`config.mk`:
```
export PLATFORM = sky130hd
export DESIGN_NAME = alu_decode_stage
export DESIGN_NICKNAME = d
export VERILOG_FILES = /design/src/rtl/alu_dec_pkg.sv /design/src/rtl/alu_dec_scoreboard.sv /design/src/rtl/alu_decode_stage.sv
export SDC_FILE = /design/constraint.sdc
export NUM_CORES = 1
export LEC_CHECK = 0
export BUFFER_PORTS_ARGS = -buffer_cell sky130_fd_sc_hd__buf_2
export CAP_MARGIN = 10
export CORE_ASPECT_RATIO = 2
export CORE_MARGIN = 4
export CORE_UTILIZATION = 30
export CTS_CLUSTER_DIAMETER = 150
export DETAILED_ROUTE_END_ITERATION = 7
export PLACE_DENSITY_LB_ADDON = 0.12
export SLEW_MARGIN = 20
export SYNTH_ARGS = -nofsm -noshare
export SYNTH_HDL_FRONTEND = slang
export SYNTH_SLANG_ARGS = --single-unit
```
`constraint.sdc`:
```
create_clock -name clk -period 2.1 [get_ports clk]
set_clock_uncertainty 0.2 [all_clocks]
set_input_delay 0.21 -clock clk [delete_from_list [all_inputs] [get_ports clk]]
set_output_delay 0.21 -clock clk [all_outputs]
set_load 0.03 [all_outputs]
```
`src/rtl/alu_dec_pkg.sv`:
```
// alu_dec_pkg -- shared opcode / control encodings and the combinational
// instruction decoder for the ALU decode stage.
package alu_dec_pkg;

  // Opcodes in instr[15:12]
  localparam logic [3:0] OP_ADD  = 4'h0;
  localparam logic [3:0] OP_SUB  = 4'h1;
  localparam logic [3:0] OP_DEC  = 4'h2;
  localparam logic [3:0] OP_INC  = 4'h3;
  localparam logic [3:0] OP_MOV  = 4'h4;
  localparam logic [3:0] OP_AND  = 4'h5;
  localparam logic [3:0] OP_OR   = 4'h6;
  localparam logic [3:0] OP_XOR  = 4'h7;
  localparam logic [3:0] OP_NOT  = 4'h8;
  localparam logic [3:0] OP_NAND = 4'h9;
  localparam logic [3:0] OP_MULL = 4'hA;
  localparam logic [3:0] OP_MULH = 4'hB;
  localparam logic [3:0] OP_SHL  = 4'hC;
  localparam logic [3:0] OP_SHR  = 4'hD;
  localparam logic [3:0] OP_ADDI = 4'hE;
  localparam logic [3:0] OP_SYS  = 4'hF;

  // ALU unit select
  localparam logic [1:0] ALU_ARITH = 2'b00;
  localparam logic [1:0] ALU_LOGIC = 2'b01;
  localparam logic [1:0] ALU_MUL   = 2'b10;
  localparam logic [1:0] ALU_SHIFT = 2'b11;

  // Function codes within a unit
  localparam logic [1:0] S_ADD  = 2'b00;
  localparam logic [1:0] S_SUB  = 2'b01;
  localparam logic [1:0] S_DEC  = 2'b10;
  localparam logic [1:0] S_INC  = 2'b11;
  localparam logic [1:0] S_MOV  = 2'b01;
  localparam logic [1:0] S_AND  = 2'b00;
  localparam logic [1:0] S_OR   = 2'b01;
  localparam logic [1:0] S_XOR  = 2'b10;
  localparam logic [1:0] S_NOT  = 2'b11;
  localparam logic [1:0] S_NAND = 2'b00;
  localparam logic [1:0] S_NONE = 2'b00;

  // Multiplier half select
  localparam logic [1:0] MUL_NONE = 2'b00;
  localparam logic [1:0] MUL_LO   = 2'b01;
  localparam logic [1:0] MUL_HI   = 2'b10;

  typedef struct packed {
    logic [2:0]  rs1;
    logic [2:0]  rs2;
    logic [2:0]  rd;
    logic        rd_we;
    logic [1:0]  alu_sel;
    logic [1:0]  s;
    logic        sel;
    logic [1:0]  mul;
    logic        use_imm;
    logic [15:0] imm;
    logic        illegal;
  } dec_t;

  // Full control decode; fields an opcode does not use stay 0.
  function automatic dec_t decode_instr(input logic [15:0] instr);
    dec_t d;
    d         = '0;
    d.rs1     = instr[8:6];
    d.rs2     = instr[5:3];
    d.rd      = instr[11:9];
    d.imm     = {{10{instr[5]}}, instr[5:0]};
    d.rd_we   = 1'b1;
    case (instr[15:12])
      OP_ADD:  begin d.alu_sel = ALU_ARITH; d.s = S_ADD; end
      OP_SUB:  begin d.alu_sel = ALU_ARITH; d.s = S_SUB; end
      OP_DEC:  begin d.alu_sel = ALU_ARITH; d.s = S_DEC; end
      OP_INC:  begin d.alu_sel = ALU_ARITH; d.s = S_INC; end
      OP_MOV:  begin d.alu_sel = ALU_MUL;   d.s = S_MOV; end
      OP_AND:  begin d.alu_sel = ALU_LOGIC; d.s = S_AND; end
      OP_OR:   begin d.alu_sel = ALU_LOGIC; d.s = S_OR;  end
      OP_XOR:  begin d.alu_sel = ALU_LOGIC; d.s = S_XOR; end
      OP_NOT:  begin d.alu_sel = ALU_LOGIC; d.s = S_NOT;  d.sel = 1'b1; end
      OP_NAND: begin d.alu_sel = ALU_LOGIC; d.s = S_NAND; d.sel = 1'b1; end
      OP_MULL: begin d.alu_sel = ALU_MUL;   d.s = S_NONE; d.mul = MUL_LO; end
      OP_MULH: begin d.alu_sel = ALU_MUL;   d.s = S_NONE; d.mul = MUL_HI; end
      OP_SHL:  begin d.alu_sel = ALU_SHIFT; d.sel = 1'b0; end
      OP_SHR:  begin d.alu_sel = ALU_SHIFT; d.sel = 1'b1; end
      OP_ADDI: begin d.alu_sel = ALU_ARITH; d.s = S_ADD; d.use_imm = 1'b1; end
      default: begin
        // OP_SYS: all-zero payload is a NOP, anything else is illegal
        d.rd_we   = 1'b0;
        d.illegal = (instr[11:0] != 12'h000);
      end
    endcase
    return d;
  endfunction

  // Which source registers an opcode actually reads: {rs2_read, rs1_read}
  function automatic logic [1:0] src_reads(input logic [15:0] instr);
    logic [1:0] r;
    r = 2'b00;
    if (instr[15:12] != OP_SYS) r[0] = 1'b1;
    case (instr[15:12])
      OP_ADD, OP_SUB, OP_AND, OP_OR, OP_XOR, OP_NAND,
      OP_MULL, OP_MULH, OP_SHL, OP_SHR: r[1] = 1'b1;
      default:                          r[1] = 1'b0;
    endcase
    return r;
  endfunction

endpackage

```
`src/rtl/alu_dec_scoreboard.sv`:
```
// alu_dec_scoreboard -- 8-entry pending-write scoreboard. Sets win over
// same-cycle clears; clears show up on o_pending one cycle later.
module alu_dec_scoreboard
  import alu_dec_pkg::*;
(
  input  logic       clk,
  input  logic       rst,
  input  logic       i_set,
  input  logic [2:0] i_set_idx,
  input  logic       i_clr,
  input  logic [2:0] i_clr_idx,
  input  logic       i_fclr,
  input  logic [2:0] i_fclr_idx,
  output logic [7:0] o_pending
);

  logic [7:0] r_pending;
  logic [7:0] w_set_mask;
  logic [7:0] w_clr_mask;

  // Build one-hot set/clear masks for this cycle
  always_comb begin
    w_set_mask = 8'd0;
    w_clr_mask = 8'd0;
    if (i_set)  w_set_mask = 8'd1 << i_set_idx;
    if (i_clr)  w_clr_mask = w_clr_mask | (8'd1 << i_clr_idx);
    if (i_fclr) w_clr_mask = w_clr_mask | (8'd1 << i_fclr_idx);
  end

  // Pending register: clear first, then set, so a same-bit collision stays set
  always_ff @(posedge clk) begin
    if (rst) r_pending <= 8'd0;
    else     r_pending <= (r_pending & ~w_clr_mask) | w_set_mask;
  end

  assign o_pending = r_pending;

endmodule

```
`src/rtl/alu_decode_stage.sv`:
```
// alu_decode_stage -- single-register decode stage between fetch and execute.
// Optional build macro ALU_DEC_HAZARD_EN adds the pending-register scoreboard
// and stalls instructions whose sources or destination are still in flight.
module alu_decode_stage
  import alu_dec_pkg::*;
(
  input  logic        clk,
  input  logic        rst,
  input  logic        in_valid,
  output logic        in_ready,
  input  logic [15:0] instr,
  output logic        out_valid,
  input  logic        out_ready,
  output logic [2:0]  rs1_addr,
  output logic [2:0]  rs2_addr,
  output logic [2:0]  rd_addr,
  output logic        rd_we,
  output logic [1:0]  alu_sel,
  output logic [1:0]  s,
  output logic        sel,
  output logic [1:0]  mul,
  output logic        use_imm,
  output logic [15:0] imm,
  output logic        illegal,
  input  logic        wb_valid,
  input  logic [2:0]  wb_rd,
  input  logic        flush
);

  dec_t       w_dec;
  logic [1:0] w_reads;
  logic       w_hazard;
  logic       w_accept;
  dec_t       r_dec;
  logic       r_out_valid;

  // Combinational decode of the incoming instruction
  always_comb begin
    w_dec   = decode_instr(instr);
    w_reads = src_reads(instr);
  end

  assign in_ready = (~r_out_valid | out_ready) & ~w_hazard & ~flush;
  assign w_accept = in_valid & in_ready;

`ifdef ALU_DEC_HAZARD_EN
  logic [7:0] w_pending;

  alu_dec_scoreboard u_scoreboard (
    .clk        (clk),
    .rst        (rst),
    .i_set      (w_accept & w_dec.rd_we),
    .i_set_idx  (w_dec.rd),
    .i_clr      (wb_valid),
    .i_clr_idx  (wb_rd),
    .i_fclr     (flush & r_out_valid & r_dec.rd_we),
    .i_fclr_idx (r_dec.rd),
    .o_pending  (w_pending)
  );

  // RAW on sources actually read, WAW on the destination
  assign w_hazard = (w_reads[0]  & w_pending[w_dec.rs1]) |
                    (w_reads[1]  & w_pending[w_dec.rs2]) |
                    (w_dec.rd_we & w_pending[w_dec.rd]);
`else
  logic w_unused;
  assign w_hazard = 1'b0;
  assign w_unused = ^{wb_valid, wb_rd, w_reads};
`endif

  // Output register: flush beats accept, accept beats drain; data only loads on accept
  always_ff @(posedge clk) begin
    if (rst) begin
      r_out_valid <= 1'b0;
      r_dec       <= '0;
    end else if (flush) begin
      r_out_valid <= 1'b0;
    end else if (w_accept) begin
      r_out_valid <= 1'b1;
      r_dec       <= w_dec;
    end else if (out_ready) begin
      r_out_valid <= 1'b0;
    end
  end

  assign out_valid = r_out_valid;
  assign rs1_addr  = r_dec.rs1;
  assign rs2_addr  = r_dec.rs2;
  assign rd_addr   = r_dec.rd;
  assign rd_we     = r_dec.rd_we;
  assign alu_sel   = r_dec.alu_sel;
  assign s         = r_dec.s;
  assign sel       = r_dec.sel;
  assign mul       = r_dec.mul;
  assign use_imm   = r_dec.use_imm;
  assign imm       = r_dec.imm;
  assign illegal   = r_dec.illegal;

endmodule

```
After elaboration in Yosys (flattened, before gate mapping)
Cells that the tools add are included.
{"block": "word_totals", "output_inout_bits": 37, "wordCells": 53, "inputBits": 25, "register_bits": 26}
{"block": "op_classes", "n_eq_ne": 14, "reduce_logical": 13, "n_bitwise": 5, "n_mux": 9}
{"cell": "4-bit equality test, second input constant", "n": 7}
{"cell": "4-bit by 3-bit equality test with 1-bit output, second input constant", "n": 4}
{"cell": "15-bit OR reduction", "n": 1}
{"cell": "2-bit case mux with 3 select lines", "n": 2}
{"cell": "12-bit nonzero test", "n": 1}
{"cell": "3-bit OR reduction", "n": 3}
{"cell": "4-bit by 2-bit equality test with 1-bit output, second input constant", "n": 2}
{"cell": "2-bit OR reduction", "n": 4}
{"cell": "1-bit two-way mux", "n": 6}
{"cell": "5-bit OR reduction", "n": 1}
{"cell": "4-bit by 1-bit equality test with 1-bit output, second input constant", "n": 1}
{"cell": "4-bit zero test", "n": 1}
{"cell": "2-bit case mux with 2 select lines", "n": 1}
{"cell": "1-bit bitwise AND", "n": 2}
{"cell": "1-bit inverter", "n": 2}
{"cell": "2-bit AND reduction", "n": 1}
{"cell": "2-bit nonzero test", "n": 1}
{"cell": "1-bit OR", "n": 1}

Depth between registers and ports, before layout
Gate-level depths: netlist (run 1).
{"block": "logic_depth", "word_depth": 5, "ltp_mapped": 5, "mapped_depth_nobuf": 4}

Worst setup path before layout (run 1)
OpenSTA, ideal clock, no wires.
{"block": "synth_path", "kind": "reg2out", "from": "register r_out_valid, in the netlist out_valid", "to": "output port in_ready", "setup_slack_ps": 708, "t_required_ps": 1690, "arrival_ps": 982, "n_path_buf": 0, "path_stages_with_launch": 3, "cell_sequence": "dfxtp_1 nor2b_1 nor2_1"}
{"block": "synth_between", "elab_chain_len": 3}
{"item": "start: declaration", "line": "alu_decode_stage.sv:35", "rtl": "logic r_out_valid;"}
{"item": "start signal: assignment", "line": "alu_decode_stage.sv:74", "rtl": "r_out_valid <= 1'b0;"}
{"item": "start signal: assignment", "line": "alu_decode_stage.sv:77", "rtl": "r_out_valid <= 1'b0;"}
{"item": "start signal: assignment", "line": "alu_decode_stage.sv:79", "rtl": "r_out_valid <= 1'b1;"}
{"item": "1-bit inverter", "line": "alu_decode_stage.sv:43", "rtl": "assign in_ready = (~r_out_valid | out_ready) & ~w_hazard & ~flush;"}
{"item": "1-bit OR", "line": "alu_decode_stage.sv:43"}
{"item": "1-bit bitwise AND", "line": "alu_decode_stage.sv:43"}
{"item": "end: declaration", "line": "alu_decode_stage.sv:10", "rtl": "output logic in_ready,"}
Every way passes these cells.

Final worst setup path (run 1)
{"block": "layout_path", "from": "input port flush", "to": "register r_dec (netlist bit use_imm)"}
{"block": "layout_between", "elab_chain_len": 4}
{"item": "start: declaration", "line": "alu_decode_stage.sv:27", "rtl": "input logic flush"}
{"item": "1-bit inverter (no source line) (*)"}
{"item": "1-bit bitwise AND", "line": "alu_decode_stage.sv:43"}
{"item": "1-bit bitwise AND", "line": "alu_decode_stage.sv:44", "rtl": "assign w_accept = in_valid & in_ready;"}
{"item": "2-bit AND reduction (no source line) (*)"}
{"item": "end signal: assignment", "line": "alu_decode_stage.sv:80", "rtl": "r_dec <= w_dec;"}
{"item": "end: declaration", "line": "alu_decode_stage.sv:34", "rtl": "dec_t r_dec;"}
Mark *: on every way between the ends. The rest lies on a longest branch, timed or not.
A chain may end at the register's enable or synchronous reset.

==> impl_metrics.toml, run 1 <==
[clocking]
holdBufCountCts = 11
clockBufferDepth = 2
clk_latency_ns = 0.26
cts.sinks = 23
numCtsBuffers = 3
clkTransAtPathRegs_ns = 0.08
cts_tree = "built"
cts_resized = 0
cts_root_buf = "clkbuf_8"
htreeDepth = 1
post_cts_buffers = 0

[die]
fp.dieH_um = 92.1
ios = 62
dieArea_um2 = 4610
die_x_um = 50.0
start_util = 0.310
rows = 30
core-area_um2 = 3420

[layout]
regArea_um2 = 460
antenna_cells = 0
utilization = 0.421
n_fill_cell = 343
multi_input_area_um2 = 464
area_delta_synth_final_pct = 35.5
drive_gt1_frac = 0.355
nNetsFinal = 212

[drt]
firstDrtPassIters = 4
ant_nets = 0
wire_per_inst_um = 11.7
vias = 1061
drt_iter0_markers = 18
avgViaCountPerCell = 4.53
drc = 0
drt_wl_total_um = 2740

[sta]
setup-tns-final_ns = 0
rsz0062_at_grt = "no"
finalCritPeriodShare = 0.890
holdWs_ns = 0.00140
period_minus_slack_ns = 1.87
hold_viol_final = 0
tightest_slew_ns = 0.451
slew-limit-headroom = 0.697
fmax_ghz = 0.535
slew_violations = 0
setup_slack_ns = 0.232
setup_violations = 0

[synthesis]
syn_avg_cell_area_um2 = 8.03
synth_compound_area_frac = 0.140
yosysTopAreaCellShare = 0.434
synth_xor_area_frac = 0
async_flop_share = 0
synth_top_family_by_area = "simple AND/OR/NAND/NOR gates"
netlist_top_cells_area = "dfxtp_1 (43%), nand2_1 (12%), buf_4 (11%), a21oi_1 (8.0%), nor2_1 (3.2%)"
synthAdderAreaFrac = 0
synth_area_um2 = 1060
ys_seq_area_frac = 0.434
synth-edff-count = 0
yosys_register_bits = 23
yosysTopAreaCell = "dfxtp_1"
synthSimpleGateAreaFrac = 0.298
synth_cell_types = 30
mappedNetlistNets = 157
synthCells = 132
yosys_warnings = 0
synthFlopType = "dfxtp_1"
synthMuxAreaShare = 0

[power]
power_mw = 0.940
peakVddDrop_v = 0.000307
power_frac_comb = 0.220
p_sw_mw = 0.277
seqPwrFrac = 0.495
power_density_nw_per_um2 = 655
internal_power_mw = 0.663
p_leak_nw = 0.667
p_clk_frac = 0.286
p_sw_frac = 0.295

[critical_path]
crit_fanout = 13
critPathLaunchType = "input pin"
arrival_ns = 1.86
criticalPathCategory = "in2reg"
cp-end-kind = "flip-flop"
required_ns = 2.10

[outcome]
status = "completed"

[global_routing]
grt_max_degree = 25
grt_pass1_wl_um = 4400
grt_use_total = 0.121
grt_pass1_vias = 1013
antenna_found_initial = 0
grt_overflow_total = 0

[place]
dp_worst_setup_slack_ns = 0.496
place_hpwl_um = 2050
buffer_ports.inserted = 57
gp_congestion = 0.800

[job]
drv_cap = 0

[worst_hold_path]
min_path_type = "in2reg"
-- power groups by stage --
stage	logic, mW	clock network, mW	registers, mW
final	0.206	0.269	0.465
after global routing	0.225	0.294	0.468
after CTS	0.209	0.287	0.466
after detailed placement	0.193	0	0.476
after global placement	0.191	0	0.475
after floorplan	0.101	0	0.514
-- routing by layer --
metal | vias to the layer above | track usage | part of all wire
li1 | 538 | - | -
met1 | 484 | 0.129 | 0.38
met2 | 37 | 0.224 | 0.54
met3 | 2 | 0.0163 | 0.068
met4 | 0 | 0.0554 | 0.0091
met5 | - | 0 | 0
-- cells in the final DEF (no fill, tap or decap), types with 2 or more instances in the layout --
master         count
dlygate4sd3_1     11
nand2_1           33
nor4_1             3
nand2b_1           3
dfxtp_1           23
nand3_1            2
buf_2             57
nor3_1             3
nand3b_1           2
clkbuf_8           3
a21oi_1           17
nor2_1             9
-- worst paths after layout --
kind	start	endpoint	slack [ns]	depth (start not counted)
worst min register to register	rs1_addr[1]$_SDFFE_PP0P_	rs1_addr[1]$_SDFFE_PP0P_	0.25	2
worst min-delay path	instr[2]	imm[2]$_SDFFE_PP0P_	0.001	3
worst max-delay path	flush	use_imm$_SDFFE_PP0P_	0.23	6
worst max register to register	out_valid$_SDFFE_PP0P_	use_imm$_SDFFE_PP0P_	0.56	4
-- final cells by class --
| type | count | share of cell area |
|---|---|---|
| Sequential cell | 23 | 0.321 |
| Clock buffer | 4 | 0.0314 |
| Tap cell | 48 | 0.0418 |
| Inverter | 1 | 0.00261 |
| Timing Repair Buffer | 69 | 0.280 |
| Multi-Input combinational cell | 89 | 0.323 |
-- synthesized netlist by cell type, types with 2 or more instances --
cell type,instances
a21oi_1,17
nand3_1,2
nand3b_1,2
nor3_1,3
nand2_1,33
nand2b_1,3
nor4_1,3
buf_4,15
dfxtp_1,23
nor2_1,9
buf_2,3
-- worst max-delay path, stage by stage --
cell           delay, ns
dlygate4sd3_1       0.53
buf_2               0.15
nor2b_4             0.11
nand2_1             0.27
or3_1               0.47
a21oi_2             0.13
-- logic make-up after synthesis --
logic type | Yosys count
AO/OA/AOI/OAI | 25
buffers and inverters | 20
AND/OR/NAND/NOR | 64
flip-flops | 23
-- sequential cells by signal, indices dropped and copies added, names as in the netlist, 2 cells and up --
name	count
rs1_addr	3
s	2
alu_sel	2
imm	3
rd_addr	3
mul	2
rs2_addr	3
-- stage by stage --
step	cell area (um^2)	std cells
2_1_floorplan	1060	132
4_1_cts	1440	234
3_3_place_gp	1280	219
5_1_grt	1440	234
3_5_place_dp	1280	219
6_report	1440	234
No activity file was read; power rests on OpenSTA's default activity.
==> run 2, diff against run 1 <==
--- a/config.mk
+++ b/config.mk
@@ -7,10 +7,8 @@
 export LEC_CHECK = 0
 export BUFFER_PORTS_ARGS = -buffer_cell sky130_fd_sc_hd__buf_2
 export CAP_MARGIN = 10
-export CORE_ASPECT_RATIO = 2
 export CORE_MARGIN = 4
-export CORE_UTILIZATION = 30
-export CTS_CLUSTER_DIAMETER = 150
+export CORE_UTILIZATION = 45
 export DETAILED_ROUTE_END_ITERATION = 7
 export PLACE_DENSITY_LB_ADDON = 0.12
 export SLEW_MARGIN = 20
==> impl_metrics.toml, run 2 (synthesis results as in run 1) <==
[sta]
setup-tns-final_ns = 0
tightest_slew_ns = 0.444
fmax_ghz = 0.615
rsz0062_at_grt = "no"
setup_violations = 0
setup_slack_ns = 0.473
finalCritPeriodShare = 0.775
period_minus_slack_ns = 1.63
hold_viol_final = 0
slew_violations = 0
slew-limit-headroom = 0.704

[global_routing]
antenna_found_initial = 0
grt_pass1_wl_um = 4420
grt_pass1_vias = 1050
grt_overflow_total = 0
grtUsageMet3 = 0.0276
grt_max_degree = 25
busiest_layer = "met2"
met2_usage = 0.300
grt_use_total = 0.169
use_met1 = 0.202

[clocking]
clockBufferDepth = 2
cts_root_buf = "clkbuf_4"
cts_tree = "built"
htreeDepth = 1
clk_latency_ns = 0.29
cts.sinks = 23
clkTransAtPathRegs_ns = 0.12
numCtsBuffers = 3
post_cts_buffers = 0

[job]
drv_cap = 0

[power]
power_frac_comb = 0.243
p_clk_frac = 0.225
seqPwrFrac = 0.532
peakVddDrop_v = 0.000384
internal_power_mw = 0.604
p_leak_nw = 0.681
p_sw_frac = 0.310
power_density_nw_per_um2 = 611
power_mw = 0.875
p_sw_mw = 0.271

[drt]
wire_per_inst_um = 12.2
firstDrtPassIters = 4
avgViaCountPerCell = 4.99
drt_wl_total_um = 2660
drt_iter0_markers = 22
drc = 0
vias = 1088
ant_nets = 0

[critical_path]
rrSetupSlack_ns = 0.60
crit_fanout = 10
critPathLaunchType = "input pin"
criticalPathCategory = "in2reg"
required_ns = 2.08
cp-end-kind = "flip-flop"
arrival_ns = 1.61

[place]
place_hpwl_um = 1870
gp_congestion = 0.755
dp_worst_setup_slack_ns = 0.714
buffer_ports.inserted = 57

[layout]
antenna_cells = 0
n_fill_cell = 208
nNetsFinal = 216
drive_gt1_frac = 0.358
area_delta_synth_final_pct = 35.1
utilization = 0.641
final_common_cell = "buf_2"
final_cell_mix = "buf_2 (57), nand2_1 (33), dfxtp_1 (23), a21oi_1 (17), dlygate4sd3_1 (14)"

[die]
ios = 62
dieArea_um2 = 3200
start_util = 0.475
rows = 17
die_x_um = 56.5
core-area_um2 = 2230
fp.dieH_um = 56.5

[worst_hold_path]
min_path_type = "in2reg"

[outcome]
status = "completed"
run 2: changes by cell type in the layout (fill, tap and decap cells not counted):
cell,delta
buf_4,+1
clkbuf_1,-1
clkbuf_4,+3
clkbuf_8,-3
clkinv_2,+1
dlygate4sd3_1,+3
run 2: layout make-up:
| cell class | instances | area, um^2 | share of cell area |
|---|---|---|---|
| Inverter | 1 | 3.75 | 0.00262 |
| Sequential cell | 23 | 460 | 0.322 |
| Timing Repair Buffer | 73 | 440 | 0.308 |
| Multi-Input combinational cell | 89 | 464 | 0.324 |
| Tap cell | 28 | 35.0 | 0.0245 |
| Clock buffer | 3 | 22.5 | 0.0157 |
| Clock inverter | 1 | 5.00 | 0.00350 |
run 2: per-layer routing:
| metal | vias to the layer above | share of wire |
|---|---|---|
| met5 | - | 0 |
| met4 | 0 | 0.014 |
| met3 | 4 | 0.086 |
| met2 | 47 | 0.50 |
| met1 | 487 | 0.40 |
| li1 | 550 | - |
run 2: per-stage QoR:
step,cells,instance area (um^2),hold slack (ns)
6_report,218,1430,0.0168
5_1_grt,218,1430,0.0162
4_1_cts,218,1430,0.00598
3_5_place_dp,200,1260,0.243
3_3_place_gp,200,1260,0.238
2_1_floorplan,132,1060,0.0797
run 2: final timing paths:
kind,start,cells past startpoint,end
worst min register to register,mul[1]$_SDFFE_PP0P_,2,mul[1]$_SDFFE_PP0P_
worst max register to register,out_valid$_SDFFE_PP0P_,4,out_valid$_SDFFE_PP0P_
worst max-delay path,flush,7,alu_sel[1]$_SDFFE_PP0P_
worst min-delay path,instr[12],3,mul[1]$_SDFFE_PP0P_
run 2: power groups by stage:
stage          Sequential (mW)  Combinational, mW  Clock, mW
2_1_floorplan            0.514              0.101          0
3_3_place_gp             0.475              0.191          0
3_5_place_dp             0.476              0.193          0
4_1_cts                  0.466              0.213      0.210
5_1_grt                  0.469              0.230      0.226
6_report                 0.466              0.212      0.197
run 2: worst max-delay path, cell delays in order:
cell and delay [ns]:
dlygate4sd3_1 0.54, buf_2 0.15, nor2b_4 0.10, nand2_1 0.11, buf_4 0.19, a211oi_1 0.22, nor3_1 0.08
run 2: what timing repair did:
action / CTS / global route
hold endpoints to repair: 13 / 0
hold buffers: 14 / 0
resized for setup: 0 / 0
setup endpoints to repair: 0 / 0
==> run 3, diff against run 2 <==
--- a/config.mk
+++ b/config.mk
@@ -8,7 +8,7 @@
 export BUFFER_PORTS_ARGS = -buffer_cell sky130_fd_sc_hd__buf_2
 export CAP_MARGIN = 10
 export CORE_MARGIN = 4
-export CORE_UTILIZATION = 45
+export CORE_UTILIZATION = 42
 export DETAILED_ROUTE_END_ITERATION = 7
 export PLACE_DENSITY_LB_ADDON = 0.12
 export SLEW_MARGIN = 20
==> constraint.sdc (replaced) <==
create_clock -name clk -period 1.6 [get_ports clk]
set_clock_uncertainty 0.2 [all_clocks]
set_input_delay 0.16 -clock clk [delete_from_list [all_inputs] [get_ports clk]]
set_output_delay 0.16 -clock clk [all_outputs]
set_load 0.03 [all_outputs]
==> impl_metrics.toml, run 3 (synthesis results as in run 1) <==
[clocking]
cts.sinks = 23
post_cts_buffers = 0
clk_latency_ns = 0.30
cts_root_buf = "clkbuf_4"
cts_tree = "built"
htreeDepth = 1
numCtsBuffers = 3
clockBufferDepth = 2
clkTransAtPathRegs_ns = 0.11

[drt]
avgViaCountPerCell = 5.06
ant_nets = 0
drt_wl_total_um = 2800
wire_per_inst_um = 12.7
vias = 1119
drt_iter0_markers = 48
drc = 0
firstDrtPassIters = 5

[power]
p_leak_nw = 0.693
peakVddDrop_v = 0.000530
power_mw = 1.16
power_density_nw_per_um2 = 792

[layout]
area_delta_synth_final_pct = 37.9
final_cells = 221
antenna_cells = 0
multi_input_area_um2 = 474
regArea_um2 = 460
final_cell_mix = "buf_2 (57), nand2_1 (33), dfxtp_1 (23), a21oi_1 (17), dlygate4sd3_1 (16)"
n_fill_cell = 206
drive_gt1_frac = 0.363
final_common_cell = "buf_2"
utilization = 0.636
nNetsFinal = 219
finish.instance_area_um2 = 1460

[critical_path]
arrival_ns = 1.59
required_ns = 1.65
crit_fanout = 3
cp-end-kind = "flip-flop"
criticalPathCategory = "in2reg"
critPathLaunchType = "input pin"

[sta]
slew_violations = 0
slew-limit-headroom = 0.708
fmax_ghz = 0.651
finalCritPeriodShare = 0.961
tightest_slew_ns = 0.438
hold_viol_final = 0
period_minus_slack_ns = 1.54
setup_violations = 0

[place]
gp_congestion = 0.850
place_hpwl_um = 1930
dpl-instance-area_um2 = 1260
dp.cells = 200
buffer_ports.inserted = 57

[global_routing]
grt_overflow_total = 0
grt_pass1_vias = 1098
grt_pass1_wl_um = 4520
grt_max_degree = 25
grt_use_total = 0.166
antenna_found_initial = 0

[die]
fp.dieH_um = 58.2
rows = 17
start_util = 0.461
die_x_um = 58.2
dieArea_um2 = 3390
ios = 62
core-area_um2 = 2300

[worst_hold_path]
min_path_type = "in2reg"

[outcome]
status = "completed"

[job]
drv_cap = 0
## run 3: cell types whose count changed in the layout (fill, tap and decap cells not counted)
cell / previous run / this run
nor2b_1: 1 / 0
dlygate4sd3_1: 14 / 16
nor2b_2: 0 / 1
and2_2: 0 / 1
## run 3: layer usage
metal,global-route usage,vias up,part of all wire
met5,0,-,0
met4,0.0430,0,0.022
met3,0.0445,6,0.093
met2,0.302,53,0.49
met1,0.191,503,0.40
li1,-,557,-
## run 3: layout make-up
cell class,count,share of cell area
clock buffers,3,0.0154
clock inverters,1,0.00342
inverters,1,0.00257
multi-input cells,90,0.324
flip-flops and latches,23,0.315
well taps,28,0.0240
repair buffers,75,0.315
## run 3: final timing paths
check                             to  depth (start not counted)               startpoint  slack (ns)
max reg2reg   out_valid$_SDFFE_PP0P_                          4   out_valid$_SDFFE_PP0P_        0.09
max           out_valid$_SDFFE_PP0P_                          4                    flush        0.06
min reg2reg  rd_addr[1]$_SDFFE_PP0P_                          2  rd_addr[1]$_SDFFE_PP0P_        0.26
min                s[0]$_SDFFE_PP0P_                          3                instr[14]        0.03
## run 3: report_power, final
group	internal [mW]	leakage, nW	switching, mW	total [mW]
logic	0.107	0.488	0.179	0.286
clock network	0.0932	0.0177	0.167	0.260
registers	0.598	0.188	0.0136	0.611
total	0.798	0.693	0.360	1.16
## run 3: stage by stage
step / setup WS (ns) / hold WS, ns / setup TNS [ns]
floorplan: 0.228 / 0.0297 / 0
global placement: 0.300 / 0.188 / 0
detailed placement: 0.286 / 0.200 / 0
CTS: 0.0727 / 0.0291 / 0
global route: -0.00471 / 0.0495 / -0.00700
finish: 0.0631 / 0.0348 / 0
## run 3: critical path, stage by stage
cell and delay [ns]:
dlygate4sd3_1 0.53, buf_2 0.15, nor3_1 0.18, dlygate4sd3_1 0.57
## run 3: timing repair
action	CTS	global route
hold buffers	16	0
hold endpoints to repair	15	0
setup endpoints to repair	0	3
resized for setup	0	1
